## src/rtl/uart_rx_if.sv

```systemverilog
// uart_rx_if: serial pin and received-word bus of the UART receiver.
//   rx           serial line into the receiver, idle high
//   rx_data      last good received word
//   rx_valid     one-cycle strobe when rx_data updates
//   rx_frame_err one-cycle strobe when a stop bit is sampled low
//   rx_busy      receiver is inside a frame (not idle)
// master: the receiver itself; slave: the line driver and word consumer.
interface uart_rx_if #(
    parameter int DATA_BITS = 8
) ();
    logic                 rx;
    logic [DATA_BITS-1:0] rx_data;
    logic                 rx_valid;
    logic                 rx_frame_err;
    logic                 rx_busy;
    modport master (input rx, output rx_data, rx_valid, rx_frame_err, rx_busy);
    modport slave  (output rx, input rx_data, rx_valid, rx_frame_err, rx_busy);
endinterface

```

## src/rtl/uart_rx.sv

```systemverilog
// uart_rx: 8N1-style UART receiver (start, DATA_BITS data LSB-first, stop, no parity).
//   clock    system clock, rising edge
//   reset_n  asynchronous active-low reset
//   bus      uart_rx_if.master: rx in; rx_data, rx_valid, rx_frame_err, rx_busy out
module uart_rx #(
    parameter int BAUD_RATE  = 9600,
    parameter int CLOCK_FREQ = 50000000,
    parameter int DATA_BITS  = 8
) (
    input  logic      clock,
    input  logic      reset_n,
    uart_rx_if.master bus
);
    localparam int BIT_PERIOD = CLOCK_FREQ / BAUD_RATE;
    localparam int HALF_BIT   = BIT_PERIOD / 2;
    localparam int CW         = $clog2(BIT_PERIOD);
    localparam int BW         = DATA_BITS > 1 ? $clog2(DATA_BITS) : 1;
    localparam logic [CW-1:0] HALF_END = CW'(HALF_BIT - 1);
    localparam logic [CW-1:0] BIT_END  = CW'(BIT_PERIOD - 1);
    localparam logic [BW-1:0] LAST_BIT = BW'(DATA_BITS - 1);

    if (BIT_PERIOD < 4) begin : g_bad_period
        $error("uart_rx: BIT_PERIOD must be at least 4");
    end

    typedef enum logic [2:0] {IDLE, START, DATA, STOP, BREAK} state_t;

    state_t               state_q, state_d;
    logic [1:0]           sync_q, sync_d;
    logic [CW-1:0]        clock_count_q, clock_count_d;
    logic [BW-1:0]        bit_count_q, bit_count_d;
    logic [DATA_BITS-1:0] shift_q, shift_d, data_q, data_d;
    logic                 valid_q, valid_d, err_q, err_d;
    logic                 rx_s;

    assign rx_s = sync_q[1];

    always_comb begin
        sync_d        = {sync_q[0], bus.rx};
        state_d       = state_q;
        clock_count_d = clock_count_q + 1'b1;
        bit_count_d   = bit_count_q;
        shift_d       = shift_q;
        data_d        = data_q;
        valid_d       = 1'b0;
        err_d         = 1'b0;
        case (state_q)
            IDLE: begin
                clock_count_d = '0;
                bit_count_d   = '0;
                if (!rx_s) state_d = START;
            end
            // Mid-start-bit recheck rejects short glitches on the idle line.
            START: if (clock_count_q == HALF_END) begin
                clock_count_d = '0;
                bit_count_d   = '0;
                state_d       = rx_s ? IDLE : DATA;
            end
            DATA: if (clock_count_q == BIT_END) begin
                clock_count_d = '0;
                shift_d       = DATA_BITS'({rx_s, shift_q} >> 1);
                if (bit_count_q == LAST_BIT) state_d = STOP;
                else bit_count_d = bit_count_q + 1'b1;
            end
            STOP: if (clock_count_q == BIT_END) begin
                clock_count_d = '0;
                state_d       = rx_s ? IDLE : BREAK;
                valid_d       = rx_s;
                err_d         = !rx_s;
                if (rx_s) data_d = shift_q;
            end
            // Wait out a held-low line so it never decodes as a stream of zero words.
            BREAK: begin
                clock_count_d = '0;
                if (rx_s) state_d = IDLE;
            end
            default: state_d = IDLE;
        endcase
    end

    always_ff @(posedge clock or negedge reset_n) begin
        if (!reset_n) begin
            state_q       <= IDLE;
            sync_q        <= 2'b11;
            clock_count_q <= '0;
            bit_count_q   <= '0;
            shift_q       <= '0;
            data_q        <= '0;
            valid_q       <= 1'b0;
            err_q         <= 1'b0;
        end else begin
            state_q       <= state_d;
            sync_q        <= sync_d;
            clock_count_q <= clock_count_d;
            bit_count_q   <= bit_count_d;
            shift_q       <= shift_d;
            data_q        <= data_d;
            valid_q       <= valid_d;
            err_q         <= err_d;
        end
    end

    assign bus.rx_data      = data_q;
    assign bus.rx_valid     = valid_q;
    assign bus.rx_frame_err = err_q;
    assign bus.rx_busy      = state_q != IDLE;
endmodule

```

## src/flat_wrapper.sv

```systemverilog
// flat-port wrapper written by rule: the top's interface ports become plain ports
module uart_rx_flat 
#(
    parameter int BAUD_RATE  = 9600,
    parameter int CLOCK_FREQ = 50000000,
    parameter int DATA_BITS  = 8
)
  (clock, reset_n, bus_rx, bus_rx_data, bus_rx_valid, bus_rx_frame_err, bus_rx_busy);
  uart_rx_if #(.DATA_BITS(DATA_BITS)) bus_i ();
  input  logic clock;
  input  logic reset_n;
  input wire logic [$bits(bus_i.rx)-1:0] bus_rx;
  output wire logic [$bits(bus_i.rx_data)-1:0] bus_rx_data;
  output wire logic [$bits(bus_i.rx_valid)-1:0] bus_rx_valid;
  output wire logic [$bits(bus_i.rx_frame_err)-1:0] bus_rx_frame_err;
  output wire logic [$bits(bus_i.rx_busy)-1:0] bus_rx_busy;
  assign bus_i.rx = bus_rx;
  assign bus_rx_data = bus_i.rx_data;
  assign bus_rx_valid = bus_i.rx_valid;
  assign bus_rx_frame_err = bus_i.rx_frame_err;
  assign bus_rx_busy = bus_i.rx_busy;
  uart_rx #(.BAUD_RATE(BAUD_RATE), .CLOCK_FREQ(CLOCK_FREQ), .DATA_BITS(DATA_BITS)) u_core (.clock(clock), .reset_n(reset_n), .bus(bus_i));
endmodule
```

## config.mk

```make
export PLATFORM = sky130hd
export DESIGN_NAME = uart_rx_flat
export DESIGN_NICKNAME = d
export VERILOG_FILES = /design/src/rtl/uart_rx_if.sv /design/src/rtl/uart_rx.sv /design/src/flat_wrapper.sv
export SDC_FILE = /design/constraint.sdc
export NUM_CORES = 1
export LEC_CHECK = 0
export CAP_MARGIN = 25
export CORE_AREA = 2 2 78 65
export CTS_CLUSTER_DIAMETER = 100
export DETAILED_ROUTE_END_ITERATION = 8
export DIE_AREA = 0 0 80 67
export PLACE_DENSITY = 0.59
export SYNTH_ARGS = -nofsm -noshare
export SYNTH_HDL_FRONTEND = slang
export SYNTH_SLANG_ARGS = --single-unit
```

## constraint.sdc

```tcl
create_clock -name clock -period 2.6 [get_ports clock]
set_clock_uncertainty 0.05 [all_clocks]
set_input_delay 0.26 -clock clock [delete_from_list [all_inputs] [get_ports clock]]
set_output_delay 0.26 -clock clock [all_outputs]
set_load 0.005 [all_outputs]
```

* Word-level counts from Yosys, hierarchy flattened
Index checks and enable logic that the tools add are counted.
Word-level totals: flip-flop bits (word level) 39, input bits 3, output and inout bits 11, logic and storage cells 54
Operators by class: $add $sub $neg 2, equal/unequal tests 14, muxes and demuxes 20, reductions and logical operators 10
Operator list (count):
- $pmux W13 S3 | 1
- $mux W3 | 10
- $mux W13 | 2
- $pmux W3 S5 | 1
- $add A13 B1 Y13 const B | 1
- $eq A13 B12 Y1 const B | 1
- $eq A13 B13 Y1 const B | 1
- $ne A2 B1 Y1 const B | 5
- $pmux W3 S3 | 1
- $eq A3 B2 Y1 const B | 2
- $eq A3 B3 Y1 const B | 2
- $reduce_and A6 Y1 | 1
- $reduce_bool A3 Y1 | 2
- $mux W1 | 4
- $ne A2 B2 Y1 const B | 2
- $reduce_and A4 Y1 | 1
- $reduce_or A2 Y1 | 2
- $add A3 B1 Y3 const B | 1
- $eq A3 B1 Y1 const B | 1
- $logic_not A3 Y1 | 1
- $reduce_and A3 Y1 | 1
- $mux W2 | 1
- $reduce_and A2 Y1 | 1
- $logic_not A1 Y1 | 1

* Logic depth before layout (Yosys ltp)
Gate-level depths: netlist of run 1.
depth in word-level cells 4, mapped depth 6, mapped depth without buffers 6

* Worst setup path after synthesis of run 1
No wires, ideal clock.
path kind register -> register, start point reg u_core.clock_count_q[3], end point reg u_core.bit_count_q[0], library setup time 0.125 ns, arrival time 2.066 ns, required time 2.425 ns, setup slack 0.359 ns, cell stages (with the launch flop) 5, path buffers 0, period minus slack after synthesis 2.241 ns, cell sequence dfrtp_1 or4b_4 or4b_4 a221o_1 mux2_4
On the way: longest elaborated chain between the ends 3, elaborated cells on any way between the ends 5, those cells by class eq/ne: 4; reduce/logical: 1
Ends and longest elaborated chain:
- start: declaration | line uart_rx.sv:30 | logic [CW-1:0] clock_count_q, clock_count_d;
- start signal: assignment | line uart_rx.sv:94 | clock_count_q <= clock_count_d;
- $eq A13 B13 Y1 or $eq A13 B12 Y1 (tied branches) | line uart_rx.sv:59, uart_rx.sv:54
- $ne A2 B1 Y1 (no line)
- $reduce_and A4 Y1 (no line) (*)
- end signal: assignment | line uart_rx.sv:95 | bit_count_q <= bit_count_d;
- end: declaration | line uart_rx.sv:31 | logic [BW-1:0] bit_count_q, bit_count_d;
Mark *: on every way between the ends. The rest lies on a longest branch, timed or not. A chain may end at the register's enable or synchronous reset.

* Worst setup path in the final report of run 1
Same ends and word-level chain as after synthesis.

==> results.toml, run 1 <==
[run_status]
status = "finished clean"

[route]
drt_iter0_drc = 105
avgViaCountPerCell = 5.117
firstDrtPassIters = 5
wl_um = 3219
post-route-drc-count = 0
ant_nets = 0
dr_total_vias = 1177
wl_per_cell_um = 14.00

[logic_synthesis]
syn_nets = 157
ys_types = 34
yosys.area.top_type_share_pct = 52.19
synth_edf_count = 0
seq_area_frac_synth_pct = 55.15
syn-cell-area_mm2 = 0.001774
syn_inst = 151
synth.avg_cell_area_um2 = 11.75
yosys_warnings = 0
synth_top_cell_by_area = "dfrtp_1"
ys.flop_type = "dfrtp_1"
yosys-top-cells-area = "dfrtp_1 (52%), mux2_2 (10%), nor2_1 (4.9%)"
ys_ff_latch = 39
synthArstFlopShare_pct = 100.0

[worst_setup_path]
end_kind = "flip-flop"
endpoint = "u_core.bit_count_q[0]"
crit_arrival_ns = 2.44
critPathSlowestCell = "or4b_4"
cpMostUsedCell = "or4b_4"
required_ns = 2.73
setup.worst_path.start_class = "flip-flop"
cp_cell_sequence = "or4b_4, or4b_4, a221o_1, mux2_4"
criticalPathCategory = "reg2reg"
slowest_delay_ns = 0.57
reg2reg_to = "u_core.bit_count_q[0]"
critPathTopFamily = "simple AND/OR/NAND/NOR gates"
cp.depth = 4
crit-reg2reg-launch = "u_core.clock_count_q[3]"
cp_num_buf_inv = 0
crit_start = "u_core.clock_count_q[3]"
r2r_cells = 4
worst-path-max-fanout = 6
r2r_slack_ns = 0.29

[power_and_ir_drop]
powerDensity_mw_per_mm2 = 549.0
peakVddDrop_v = 0.0002001
totalPowerFinal_mw = 1.148
power_leakage_nw = 0.9199

[sta]
fin_tns_setup_ns = 0
drv_slew = 0
finalSetupViolations = 0
maxSlewHeadroom_pct = 43.65
worst_pin_slew_ns = 0.8452
min_period_ns = 2.312
period_share_pct = 88.92
rsz0062_at_grt = "false"
hold_violations = 0
max_freq_ghz = 0.4326

[global_routing]
grt_first_pass_wirelength_um = 5671
overflow = 0
grt_pass1_vias = 1213
grt_start_max_net_pins = 40
groute.usage.overall_pct = 14.16
antenna_found_initial = 0

[die]
ioPinCount = 14
core_area_mm2 = 0.004514
rows = 22
die_y_um = 67
fp.dieArea_mm2 = 0.005360
die_w_um = 80
start_util_pct = 39.30

[place]
placed_cell_area_mm2 = 0.001973
port_buffers = 13
dp_hpwl_um = 2225
globalplace.congestion = 0.8811

[clock_network]
root_buffer = "clkbuf_8"
cts_max_level = 2
cts.clk_slew.worst_paths_ns = 0.08
numClockSinks = 39
postCtsSetupRepairBufs = 0
ctsResizeCount = 0
cts_tree = "yes"
cts_buffers = 5
clk_latency_ns = 0.29
hold_buffers = 0
cts.path.max_buffers = 2

[finish]
fin_area_mm2 = 0.002091
final_nets = 175
drive_gt1_share_pct = 21.18
num-fill-cells = 429
n_antenna_cell = 0
area_growth_pct = 17.84

[run]
cap_violations = 0

[min_path]
hold_class = "in2async"
per-stage QoR:
step	hold slack (ns)	util (%)	std cells	setup slack, ns
floorplan	-0.08559	-	151	0.3593
global placement	0.2977	43.71	222	0.3166
detailed placement	0.2968	43.71	222	0.2900
CTS	0.06448	46.31	230	0.2827
global route	0.08997	46.31	230	0.2343
finish	0.02588	46.31	230	0.2882
state kept, by name (all words and copies together) (netlist names):
register,cells
u_core.bus.rx_data,8
u_core.bus.rx_frame_err,1
u_core.clock_count_q,13
u_core.bit_count_q,3
u_core.state_q,3
u_core.sync_q,2
u_core.shift_q,8
u_core.bus.rx_valid,1
cell usage after synthesis (2+ instances only):
cell,count
nand3_1,5
and4bb_2,2
nand2_1,8
dfrtp_1,37
mux2_2,16
xor2_1,2
ha_1,3
nor2_1,23
a21oi_1,3
xnor2_1,9
nor2b_1,4
or4b_4,2
a22o_1,2
or3_1,3
dfstp_2,2
nand4_1,4
nor4_1,4
clkbuf_1,3
nor3_1,4
logic make-up (layout without fill, tap and decap cells):
logic type / after synthesis / count (layout) / share of synthesized area, %
AOI/OAI and AO/OA: 9 / 9 / 3.949
xor gates and xnor gates: 11 / 11 / 5.431
adders and majority gates: 3 / 3 / 2.116
buffers and inverters: 5 / 24 / 1.128
DFF: 39 / 39 / 55.15
muxes: 18 / 18 / 11.57
and+or+nand+nor: 66 / 66 / 20.66
worst min path at each step:
stage	endpoint	startpoint
finish	u_core.clock_count_q[1]	reset_n
global route	u_core.clock_count_q[9]	reset_n
CTS	u_core.clock_count_q[12]	reset_n
detailed placement	u_core.sync_q[1]	u_core.sync_q[0]
global placement	u_core.sync_q[1]	u_core.sync_q[0]
floorplan	u_core.bit_count_q[0]	reset_n
cell type report:
| cell class | count | area [µm²] | area share [%] |
|---|---|---|---|
| flip-flops and latches | 39 | 978.4 | 46.80 |
| clock inverters | 2 | 35.03 | 1.676 |
| clock buffers | 6 | 82.58 | 3.950 |
| repair buffers | 15 | 140.1 | 6.703 |
| inverters | 1 | 3.754 | 0.1795 |
| multi-input cells | 107 | 775.7 | 37.10 |
| well taps | 60 | 75.07 | 3.591 |
cell usage in the layout (no fill, tap or decap), drive strengths merged, types with 2 or more instances in the layout:
| cell type | count |
|---|---|
| nand4 | 4 |
| and4bb | 2 |
| dfrtp | 37 |
| dfstp | 2 |
| xnor2 | 9 |
| or3 | 3 |
| nor4 | 4 |
| nand2 | 8 |
| nor3 | 4 |
| or4b | 2 |
| buf | 3 |
| ha | 3 |
| clkdlybuf4s50 | 12 |
| nand3 | 5 |
| clkbuf | 6 |
| nor2 | 23 |
| a22o | 2 |
| xor2 | 2 |
| a21oi | 3 |
| nor2b | 4 |
| mux2 | 17 |
layer usage:
layer  vias up  GRT usage, %  wire, µm
met1       579         18.62      1567
met2        20         21.35      1488
li1        570             -         -
met3         8         3.659        89
met5         -             0         0
met4         0         7.627        73
power by group:
group	switching [mW]	leakage, nW	internal [mW]
Combinational	0.0116	0.335	0.00218
Clock	0.213	0.0612	0.310
Sequential	0.00170	0.523	0.609
Power figures use the tool's default switching activity.
==> inputs of run 2 (changes only) <==
--- a/config.mk
+++ b/config.mk
@@ -7,7 +7,6 @@
 export LEC_CHECK = 0
 export CAP_MARGIN = 25
 export CORE_AREA = 2 2 78 65
-export CTS_CLUSTER_DIAMETER = 100
 export DETAILED_ROUTE_END_ITERATION = 8
 export DIE_AREA = 0 0 80 67
 export PLACE_DENSITY = 0.59
==> results of run 2 <==
Same layout as run 1: the final DEF is identical, and so are final timing and power.
